===== config.mk =====
export PLATFORM = sky130hd
export DESIGN_NAME = sr_sipo_deframer
export DESIGN_NICKNAME = d
export VERILOG_FILES = /design/src/rtl/sr_pkg.sv /design/src/rtl/sr_sipo_core.sv /design/src/rtl/sr_sipo_deframer.sv
export SDC_FILE = /design/constraint.sdc
export NUM_CORES = 1
export LEC_CHECK = 0
export BUFFER_PORTS_ARGS = -buffer_cell sky130_fd_sc_hd__buf_2
export CAP_MARGIN = 20
export CELL_PAD_IN_SITES_DETAIL_PLACEMENT = 1
export CELL_PAD_IN_SITES_GLOBAL_PLACEMENT = 1
export CORE_UTILIZATION = 46
export CTS_BUF_LIST = sky130_fd_sc_hd__clkbuf_8 sky130_fd_sc_hd__clkbuf_16
export DETAILED_ROUTE_END_ITERATION = 6
export GPL_TIMING_DRIVEN = 0
export PLACE_DENSITY = 0.9
export SLEW_MARGIN = 20
export SYNTH_ARGS = -nofsm -noshare
export SYNTH_HDL_FRONTEND = slang
export SYNTH_SLANG_ARGS = --single-unit

===== constraint.sdc =====
create_clock -name clk -period 3.4 [get_ports clk]
set_input_delay 0.17 -clock clk [delete_from_list [all_inputs] [get_ports clk]]
set_output_delay 0.17 -clock clk [all_outputs]
set_load 0.02 [all_outputs]

===== src/rtl/sr_pkg.sv =====
// Shared definitions for the serial shift-register family (PISO transmitter / SIPO deframer).
package sr_pkg;

    localparam int SR_WIDTH = 8;

    typedef enum logic {
        HUNT  = 1'b0,
        SHIFT = 1'b1
    } sr_state_e;

endpackage


===== src/rtl/sr_sipo_core.sv =====
// Shift register and bit counter for the SIPO deframer; word_o/done_o describe the word
// completed by the bit presented this cycle.
module sr_sipo_core
    import sr_pkg::*;
#(
    parameter int WIDTH = SR_WIDTH
) (
    input  logic                       clk,
    input  logic                       reset,
    input  logic                       sin_i,
    input  logic                       load_i,
    input  logic                       shift_i,
    input  logic                       clear_i,
    output logic [$clog2(WIDTH)-1:0]   cnt_o,
    output logic [WIDTH:1]             word_o,
    output logic                       done_o
);

    localparam int CW = $clog2(WIDTH);
    localparam logic [CW-1:0] LAST = CW'(WIDTH - 1);
    localparam logic [CW-1:0] ONE  = CW'(1);

    // Only the WIDTH-1 oldest bits are stored; the final bit comes straight from sin_i.
    logic [WIDTH-1:1] sh_q, sh_d;
    logic [CW-1:0]    cnt_q, cnt_d;

    assign cnt_o  = cnt_q;
    assign word_o = {sh_q, sin_i};
    assign done_o = shift_i && (cnt_q == LAST);

    always_comb begin
        sh_d  = sh_q;
        cnt_d = cnt_q;
        if (clear_i) begin
            cnt_d = '0;
        end else if (load_i) begin
            sh_d    = '0;
            sh_d[1] = sin_i;
            cnt_d   = ONE;
        end else if (shift_i) begin
            for (int unsigned i = WIDTH - 1; i >= 2; i--) begin
                sh_d[i] = sh_q[i-1];
            end
            sh_d[1] = sin_i;
            cnt_d   = (cnt_q == LAST) ? '0 : cnt_q + ONE;
        end
    end

    always_ff @(posedge clk or negedge reset) begin
        if (!reset) begin
            sh_q  <= '0;
            cnt_q <= '0;
        end else begin
            sh_q  <= sh_d;
            cnt_q <= cnt_d;
        end
    end

endmodule


===== src/rtl/sr_sipo_deframer.sv =====
// SIPO deframer: aligns on start-of-frame, assembles MSB-first words and hands them out
// through a single-entry valid/ready buffer with sticky overrun and pulsed framing error.
module sr_sipo_deframer
    import sr_pkg::*;
#(
    parameter int WIDTH = SR_WIDTH
) (
    input  logic             clk,
    input  logic             reset,
    input  logic             sin,
    input  logic             sin_valid,
    input  logic             sin_sof,
    output logic [WIDTH:1]   dout,
    output logic             dout_valid,
    input  logic             dout_ready,
    output logic             overrun,
    output logic             frame_err
);

    localparam int CW = $clog2(WIDTH);

    sr_state_e       state_q, state_d;
    logic [WIDTH:1]  dout_q, dout_d;
    logic            dout_valid_q, dout_valid_d;
    logic            overrun_q, overrun_d;
    logic            frame_err_q, frame_err_d;

    logic            load, shift, clear, done;
    logic [CW-1:0]   cnt;
    logic [WIDTH:1]  word;

    sr_sipo_core #(
        .WIDTH (WIDTH)
    ) u_core (
        .clk     (clk),
        .reset   (reset),
        .sin_i   (sin),
        .load_i  (load),
        .shift_i (shift),
        .clear_i (clear),
        .cnt_o   (cnt),
        .word_o  (word),
        .done_o  (done)
    );

    always_comb begin
        state_d      = state_q;
        dout_d       = dout_q;
        dout_valid_d = dout_valid_q;
        overrun_d    = overrun_q;
        frame_err_d  = 1'b0;
        load         = 1'b0;
        shift        = 1'b0;
        clear        = 1'b0;

        // Any sof restarts the word at bit 1; it is only an error if bits were pending.
        case (state_q)
            HUNT: begin
                if (sin_valid && sin_sof) begin
                    load    = 1'b1;
                    state_d = SHIFT;
                end else begin
                    clear = 1'b1;
                end
            end
            SHIFT: begin
                if (sin_valid && sin_sof) begin
                    load        = 1'b1;
                    frame_err_d = (cnt != '0);
                end else if (sin_valid) begin
                    shift = 1'b1;
                end
            end
            default: state_d = HUNT;
        endcase

        if (done) begin
            if (!dout_valid_q || dout_ready) begin
                dout_d       = word;
                dout_valid_d = 1'b1;
            end else begin
                overrun_d = 1'b1;
            end
        end else if (dout_ready) begin
            dout_valid_d = 1'b0;
        end
    end

    always_ff @(posedge clk or negedge reset) begin
        if (!reset) begin
            state_q      <= HUNT;
            dout_q       <= '0;
            dout_valid_q <= 1'b0;
            overrun_q    <= 1'b0;
            frame_err_q  <= 1'b0;
        end else begin
            state_q      <= state_d;
            dout_q       <= dout_d;
            dout_valid_q <= dout_valid_d;
            overrun_q    <= overrun_d;
            frame_err_q  <= frame_err_d;
        end
    end

    assign dout       = dout_q;
    assign dout_valid = dout_valid_q;
    assign overrun    = overrun_q;
    assign frame_err  = frame_err_q;

endmodule

# Word level (Yosys, flattened, before mapping)
# Index checks and enable logic that the tools add are counted.
[totals] in_bits=6 elab_cells=42 regBits=22 out_inout_bits=11
[classes] reduce_logical=12 eq_ne=2 n_mux=18 bitwise=2 n_addsub=1
[op_table] operator="7-bit 2-to-1 mux" n=2
[op_table] operator="1-bit 2-to-1 mux" n=12
[op_table] operator="3-bit 2-to-1 mux" n=4
[op_table] operator="2-bit AND reduction" n=4
[op_table] operator="3-bit nonzero test" n=2
[op_table] operator="2-bit nonzero test" n=2
[op_table] operator="3-bit by 1-bit adder with 3-bit output (second input constant)" n=1
[op_table] operator="3-bit == test (second input constant)" n=1
[op_table] operator="1-bit logical AND" n=2
[op_table] operator="2-bit by 1-bit != test with 1-bit output (second input constant)" n=1
[op_table] operator="1-bit NOT" n=2
[op_table] operator="1-bit zero test" n=1
[op_table] operator="1-bit logical OR" n=1

# Depth between registers and ports, before layout
# Gate-level depths: netlist (run 1).
[depth] depth_word=6 mapped_depth=5 mapped_depth_nobuf=5

# Hierarchy
# From an unflattened synthesis (run 1), not the netlist that was laid out.
[unflattened] hier_cells=84 area_unflattened_um2=1066.0
[modules_own_cells] mod="sr_sipo_core" cells_per_inst=53 n_inst=1 seq_area_each_um2=250.2 area_each_um2=571.8
[modules_own_cells] mod="sr_sipo_deframer" cells_per_inst=31 n_inst=1 seq_area_each_um2=300.3 area_each_um2=494.2

# Worst setup path after synthesis (run 1)
# No wires, ideal clock.
[synth_timing] path_type="reg2reg" from="reg u_core.cnt_q[0] (netlist: u_core.cnt_o[0])" to="reg u_core.cnt_q[0] (netlist: u_core.cnt_o[0])" arrival_time_ns=1.413 path_stages_with_launch=6 path_buffers=0 required_time_ns=3.335 setup_time_ns=0.065 path_slack_ns=1.921 period_less_slack_ns=1.479 cell_sequence="dfrtp_1 -> ha_1 -> ha_1 -> or3b_2 -> o21ai_0 -> a22o_1"
[synth_via] elab_chain_cells=5 elab_cells_between_ends=6 cone_classes="add/sub (1); eq/ne (1); mux (4)"
[synth_rtl] item="start: declaration" line="sr_sipo_core.sv:25" rtl="logic [CW-1:0] cnt_q, cnt_d;"
[synth_rtl] item="start signal: assignment" line="sr_sipo_core.sv:55" rtl="cnt_q <= cnt_d;"
[synth_rtl] item="3-bit by 1-bit adder with 3-bit output or 3-bit == test (tied branches)" line="sr_sipo_core.sv:45" rtl="cnt_d = (cnt_q == LAST) ? '0 : cnt_q + ONE;"
[synth_rtl] item="3-bit 2-to-1 mux *" line="sr_sipo_core.sv:45"
[synth_rtl] item="3-bit 2-to-1 mux *" line="sr_sipo_core.sv:40" rtl="end else if (shift_i) begin"
[synth_rtl] item="3-bit 2-to-1 mux *" line="sr_sipo_core.sv:36" rtl="end else if (load_i) begin"
[synth_rtl] item="3-bit 2-to-1 mux *" line="sr_sipo_core.sv:34" rtl="if (clear_i) begin"
# Mark *: on every way between the ends. The rest lies on a longest branch, timed or not. The select of a mux whose other input is x is not followed.
# A chain may end at the register's enable or synchronous reset.

# Worst setup path after layout (run 1)
# Ends and elaborated chain as after synthesis.

==> reports/results.ini, run 1 <==
[detailed_routing]
detailroute.via_count = 617
drt_iter0_markers = 4
via_per_inst = 5.229
drt_wl_total_mm = 1.736
drt_drc_violations_left = 0
antenna_left = 0
routedWlPerCell_um = 14.71
drt_pre_antenna_iters = 4

[die]
core_area_um2 = 1962
ioPinCount = 17
fp.dieH_um = 47.53
design.die.area_um2 = 2259
die_width_um = 47.53
core.rowCount = 16
start_util_pct = 48.60

[clock_tree]
post_cts_resize_count = 0
clock_latency_ns = 0.25
cts.root.buffer_cell = clkbuf_8
clock_path_buffers = 2
postCtsSetupRepairBufs = 0
cts.reportedPaths.clkPinSlew_ns = 0.07
cts-htree-levels = 1
tritoncts_num_sinks = 22
cts_buffers = 3
clock_tree_from_tritoncts = done

[synth]
synth_sequential_area_ratio_pct = 57.74
yosys.cell_types.count = 22
synthesis.instances = 72
yosysWarningCount = 0
synth.cell_area_um2 = 953.4
synth_seq_cells = 22
synth.avg_cell_area_um2 = 13.24
syn_nets = 81

[cells_and_area]
proportion_of_layout_cells_with_a_drive_suffix_above_1_pct = 36.26
layout.nets = 102
antenna_cells_inserted = 0
areaGrowthSynthToFinish_pct = 16.80

[critical_path]
critical-path-slowest-cell = or3b_2
cp-end-kind = flip-flop
worstPathMaxFanout = 3
timing.critical_path.mode_cell = ha_1
critical_path_required_ns = 3.59
timing.critical_path.cells = ha_1, ha_1, or3b_2, o21ai_0, a22o_1
critical_path_arrival_ns = 1.77
critical_path.startpoint_type = flip-flop
path_class = reg -> reg
longest_individual_stage_delay_on_the_worst_path_ns = 0.44

[sta]
finalHoldWorstSlack_ns = 0.1310
rsz0062_at_grt = no
period_needed_ns = 1.579
timing.clock.skew_ns = 0.001129
setup_viol = 0
tightest_slew_ns = 0.6120
finalMaxSlewViolations = 0
report.final.hold_viol_count = 0
max_freq_ghz = 0.6331
final_min_period_over_clock_period_pct = 46.45
final.setup.tns_ns = 0
maxSlewHeadroom_pct = 58.77

[grt]
grt.overflow.total = 0
grt_start_max_net_pins = 23
antenna_violations_before_repair = 0
grt_pass1_vias = 603
total_grt_usage_pct = 17.76
global_route_wire_length_before_repair_mm = 2.684

[status]
status = complete, no violations

[power_and_ir_drop]
p_seq_share_pct = 56.6
power.clock.fraction_pct = 29.7
share_comb_of_total_power_pct = 13.7
netSwitchingPower_w = 0.0001229
power_per_cell_area_nw_per_um2 = 460.5
leakage_power_total_nw = 0.5714
irDropWorstVdd_v = 0.0002221
cellInternalPower_w = 0.0003899
power.share.switching_pct = 23.97

[worst_hold_path]
hold_path_class = in -> reg

[placement]
post-dp-hpwl_mm = 1.190
final_wtd_congestion = 0.7114
port_buffers = 15

[run]
max_cap_viol_count = 0

[power by group through the flow]
stage | sequential [W] | combinational [W] | clock [W]
floorplan | 0.000302 | 0.0000366 | 0
global placement | 0.000294 | 0.0000647 | 0
detailed placement | 0.000295 | 0.0000690 | 0
CTS | 0.000290 | 0.0000716 | 0.000155
global route | 0.000292 | 0.0000800 | 0.000168
finish | 0.000290 | 0.0000704 | 0.000152
[area by class of cell]
| class | instances | area, µm² |
|---|---|---|
| clock buffer | 3 | 41.29 |
| multi-input combinational | 41 | 346.6 |
| tap | 27 | 33.78 |
| buffer | 4 | 37.54 |
| sequential | 22 | 550.5 |
| fill | 213 | 848.3 |
| timing repair buffer | 16 | 85.08 |
| inverter | 5 | 18.77 |
[cells in the final DEF (no fill, tap or decap), types with 2 or more instances in the layout]
master     n
dfrtp_1   22
buf_2     15
buf_6      3
a22o_1     5
nand2_1    2
mux2_2     8
and2_1     2
o21a_1     2
ha_1       3
clkbuf_8   3
nand3_1    3
nand3b_1   2
o21ai_0    4
inv_1      5
o22ai_1    2
[per-stage QoR]
stage	instances	setup slack [ns]	utilization (%)	area, µm²	total power, W
after CTS	118	1.812	56.76	1114	0.0005172
after global placement	114	1.854	54.15	1062	0.0003585
after global routing	118	1.754	56.76	1114	0.0005403
after detailed placement	114	1.839	54.15	1062	0.0003637
after floorplan	72	1.921	-	953.4	0.0003386
final	118	1.821	56.76	1114	0.0005128
[critical path: cells and delay by family (launching register included)]
family	cells	cell delay (ns)
AO/OA/AOI/OAI	2	0.23
adder cells (fa/ha/maj)	2	0.45
AND/OR/NAND/NOR	1	0.44
flip-flops	1	0.40
[cells in the mapped netlist (all sizes together)]
cell type  instances  area [µm²]
clkbuf             1       3.750
mux2               9       105.1
buf                3       33.78
a22o               5       43.79
nand3              4       32.53
a21oi              1       5.000
nand3b             2       15.01
inv                5       18.77
o21bai             1       7.510
and3b              1       8.760
o22ai              2       12.51
o21ai              4       20.02
ha                 3       37.54
or3b               1       8.760
a21o               1       8.760
and2               2       12.51
dfrtp             22       550.5
o21a               2       15.01
nand2b             1       6.260
nand2              2       7.510
[per-layer routing]
| layer | routed length [µm] | GRT usage, % | vias to the layer above |
|---|---|---|---|
| met5 | 0 | 0 | - |
| met4 | 27 | 8.000 | 0 |
| met3 | 63 | 6.415 | 4 |
| met2 | 911 | 29.04 | 19 |
| met1 | 733 | 20.85 | 306 |
| li1 | - | - | 288 |
[state kept, by name, summed over array words and instances, names as in the netlist]
name	cells
dout	8
u_core.sh_q	7
u_core.cnt_o	3
dout_valid	1
frame_err	1
overrun	1
state_q	1
[worst paths after layout]
check	startpoint	to	slack [ns]	depth (start not counted)
worst min-delay path	sin_sof	u_core.sh_q[7]$_DFFE_PN0P_	0.13	2
worst max register to register	u_core.cnt_o[0]$_DFFE_PN0P_	u_core.cnt_o[0]$_DFFE_PN0P_	1.82	5
worst min register to register	dout[4]$_DFFE_PN0P_	dout[4]$_DFFE_PN0P_	0.50	1
worst max-delay path	u_core.cnt_o[0]$_DFFE_PN0P_	u_core.cnt_o[0]$_DFFE_PN0P_	1.82	5
max in group asynchronous	reset	dout[3]$_DFFE_PN0P_	2.68	2
min in group asynchronous	reset	u_core.cnt_o[1]$_DFFE_PN0P_	0.40	2
[what timing repair did]
action,4_1_cts,5_1_grt
hold buffers,1,0
setup endpoints to repair,0,0
endpoints found under the hold margin,22,0
[kinds of logic (layout without fill, tap and decap cells)]
family	count (synthesis)	after routing	share of synthesized area [%]
compound gates	16	16	11.81
buf+inv	9	28	5.905
fa+ha+maj	3	3	3.937
flops	22	22	57.74
mux	9	9	11.02
simple gates	13	13	9.580
Note: power is estimated with default switching activity, not from simulation.
==> inputs of run 2 (changes only) <==
Settings changed: CORE_UTILIZATION 46 to 38, PLACE_DENSITY 0.9 to 0.8.
Clock period 3.4 ns to 1.4 ns, I/O delays scaled along.
==> reports/results.ini, run 2 (synthesis gave the netlist of run 1 again) <==
[status]
status = complete, no violations  ; unchanged

[clock_tree]
cts.reportedPaths.clkPinSlew_ns = 0.07  ; about the same
tritoncts_num_sinks = 22  ; unchanged
clock_tree_from_tritoncts = done  ; unchanged
cts-htree-levels = 1  ; unchanged
cts_buffers = 3  ; unchanged
clock_latency_ns = 0.26  ; was 0.25 ns
clock_path_buffers = 2  ; unchanged
cts.root.buffer_cell = clkbuf_8  ; unchanged

[cells_and_area]
antenna_cells_inserted = 0  ; unchanged
layout.nets = 103  ; was 102
most-common-layout-cells = dfrtp_1, buf_2, mux2_2, inv_1, a22o_1  ; unchanged
multi_input_area_um2 = 371.6  ; was 346.6 µm²
proportion_of_layout_cells_with_a_drive_suffix_above_1_pct = 41.94  ; was 36.26%
finalCoreUtilization_pct = 50.54  ; was 56.76%
regArea_um2 = 550.5  ; unchanged
final_common_cell = dfrtp_1  ; unchanged
areaGrowthSynthToFinish_pct = 21.78  ; was 16.80%
largest_register_ff_count = 8  ; unchanged
num-fill-cells = 254  ; was 213

[worst_hold_path]
whs_path_depth = 2  ; unchanged
hold_path_class = in -> reg  ; unchanged

[run]
max_cap_viol_count = 0  ; unchanged

[detailed_routing]
drt_wl_total_mm = 1.680  ; was 1.736 mm
via_per_inst = 5.050  ; was 5.229
drt_iter0_markers = 5  ; was 4
antenna_left = 0  ; unchanged
drt_drc_violations_left = 0  ; unchanged
drt_pre_antenna_iters = 2  ; was 4
routedWlPerCell_um = 13.88  ; was 14.71 µm
detailroute.via_count = 611  ; was 617

[die]
ioPinCount = 17  ; unchanged
design.die.area_um2 = 2713  ; was 2259 µm²
die_width_um = 52.09  ; was 47.53 µm
fp.dieH_um = 52.09  ; was 47.53 µm
core.rowCount = 17  ; was 16
core_area_um2 = 2297  ; was 1962 µm²
start_util_pct = 41.50  ; was 48.60%

[power_and_ir_drop]
netSwitchingPower_w = 0.0003209  ; was 0.0001229 W
irDropWorstVdd_v = 0.0007084  ; was 0.0002221 V
power.share.switching_pct = 23.91  ; was 23.97%
leakage_power_total_nw = 0.5830  ; was 0.5714 nW
share_comb_of_total_power_pct = 14.4  ; was 13.7%
p_total_w = 0.001342  ; was 0.0005128 W
cellInternalPower_w = 0.001021  ; was 0.0003899 W
power.clock.fraction_pct = 33.0  ; was 29.7%
power_per_cell_area_nw_per_um2 = 1156  ; was 460.5 nW/µm²
p_seq_share_pct = 52.6  ; was 56.6%

[sta]
tightest_slew_ns = 0.4776  ; was 0.6120 ns
finalMaxSlewViolations = 0  ; unchanged
setup_viol = 0  ; unchanged
timing.clock.skew_ns = 0.002035  ; was 0.001129 ns
report.final.hold_viol_count = 0  ; unchanged
rsz0062_at_grt = yes  ; was no
max_freq_ghz = 0.7233  ; was 0.6331 GHz
final_min_period_over_clock_period_pct = 98.75  ; was 46.45%
final.setup.tns_ns = 0  ; unchanged
period_needed_ns = 1.383  ; was 1.579 ns
maxSlewHeadroom_pct = 68.16  ; was 58.77%

[critical_path]
worstPathMaxFanout = 3  ; unchanged
critical_path_required_ns = 1.60  ; was 3.59 ns
timing.critical_path.cells = ha_2, ha_4, or3b_4, o21ai_2, a22o_1  ; was ha_1, ha_1, or3b_2, o21ai_0, a22o_1
critical_path.startpoint_type = flip-flop  ; unchanged
critical_path_arrival_ns = 1.58  ; was 1.77 ns
cp-end-kind = flip-flop  ; unchanged
rr_worst_depth = 5  ; unchanged
longest_individual_stage_delay_on_the_worst_path_ns = 0.40  ; was 0.44 ns
path_class = reg -> reg  ; unchanged
critical-path-slowest-cell = dfrtp_1  ; was or3b_2

[placement]
final_wtd_congestion = 0.7186  ; was 0.7114
port_buffers = 15  ; unchanged
post-dp-hpwl_mm = 1.200  ; was 1.190 mm

[grt]
grt_start_max_net_pins = 23  ; unchanged
antenna_violations_before_repair = 0  ; unchanged
global_route_wire_length_before_repair_mm = 3.008  ; was 2.684 mm
grt.overflow.total = 0  ; unchanged
total_grt_usage_pct = 15.86  ; was 17.76%
grt_pass1_vias = 630  ; was 603

-- run 2: cell types whose count changed in the layout (fill, tap and decap cells not counted) --
cell | previous run | this run
buf_4 | 0 | 1
clkbuf_8 | 3 | 4
ha_1 | 3 | 1
ha_2 | 0 | 1
ha_4 | 0 | 1
o21ai_0 | 4 | 2
o21ai_2 | 0 | 2
or3b_2 | 1 | 0
or3b_4 | 0 | 1
-- run 2: power groups by stage --
| stage | Combinational [W] | Clock [W] | Sequential [W] |
|---|---|---|---|
| 6_report | 0.000193 | 0.000444 | 0.000706 |
| 5_1_grt | 0.000218 | 0.000487 | 0.000713 |
| 4_1_cts | 0.000193 | 0.000455 | 0.000707 |
| 3_5_place_dp | 0.000181 | 0 | 0.000721 |
| 3_3_place_gp | 0.000167 | 0 | 0.000717 |
| 2_1_floorplan | 0.0000953 | 0 | 0.000736 |
-- run 2: worst paths after layout --
path                                             startpoint                          end  slack, ns
worst min register to register          overrun$_DFFE_PN0P_          overrun$_DFFE_PN0P_       0.47
worst max-delay path            u_core.cnt_o[1]$_DFFE_PN0P_  u_core.cnt_o[0]$_DFFE_PN0P_       0.02
worst min-delay path                                sin_sof   u_core.sh_q[6]$_DFFE_PN0P_       0.02
worst max register to register  u_core.cnt_o[1]$_DFFE_PN0P_  u_core.cnt_o[0]$_DFFE_PN0P_       0.02
max in group asynchronous                             reset   u_core.sh_q[6]$_DFFE_PN0P_       0.76
min in group asynchronous                             reset  u_core.cnt_o[1]$_DFFE_PN0P_       0.31
-- run 2: final cells by class --
type                            count  area share (%)
Inverter                            5           1.616
Clock buffer                        4           4.741
Multi-Input combinational cell     41           32.00
Tap cell                           28           3.017
Sequential cell                    22           47.41
Timing Repair Buffer               17           7.974
Buffer                              4           3.233
-- run 2: timing repair --
action	4_1_cts	5_1_grt
setup endpoints to repair	2	2
pin swaps	2	2
hold buffers	1	0
setup buffers	1	0
resized for setup	2	2
hold endpoints to repair	22	0
-- run 2: critical path: cells and delay by family (launching register included) --
family | cells | cell delay, ns
AO/OA/AOI/OAI | 2 | 0.19
flip-flops | 1 | 0.40
AND/OR/NAND/NOR | 1 | 0.36
adder cells (fa/ha/maj) | 2 | 0.37
-- run 2: metrics by stage --
stage               setup slack [ns]  cell area (µm²)  hold slack (ns)  std cells
global route                -0.03854             1161          0.02216        121
floorplan                   0.001740            968.4          -0.2256         72
global placement            -0.08100             1079          0.05881        115
detailed placement           -0.1486             1079          0.06323        115
finish                       0.01747             1161          0.02484        121
CTS                         0.001131             1154          0.01487        121
-- run 2: per-layer routing --
layer | vias to the layer above | part of all wire [%] | GRT usage [%]
li1 | 293 | - | -
met5 | - | 0 | 0
met1 | 305 | 45 | 18.91
met2 | 11 | 50 | 26.50
met4 | 0 | 0.48 | 4.054
met3 | 2 | 4.3 | 6.140
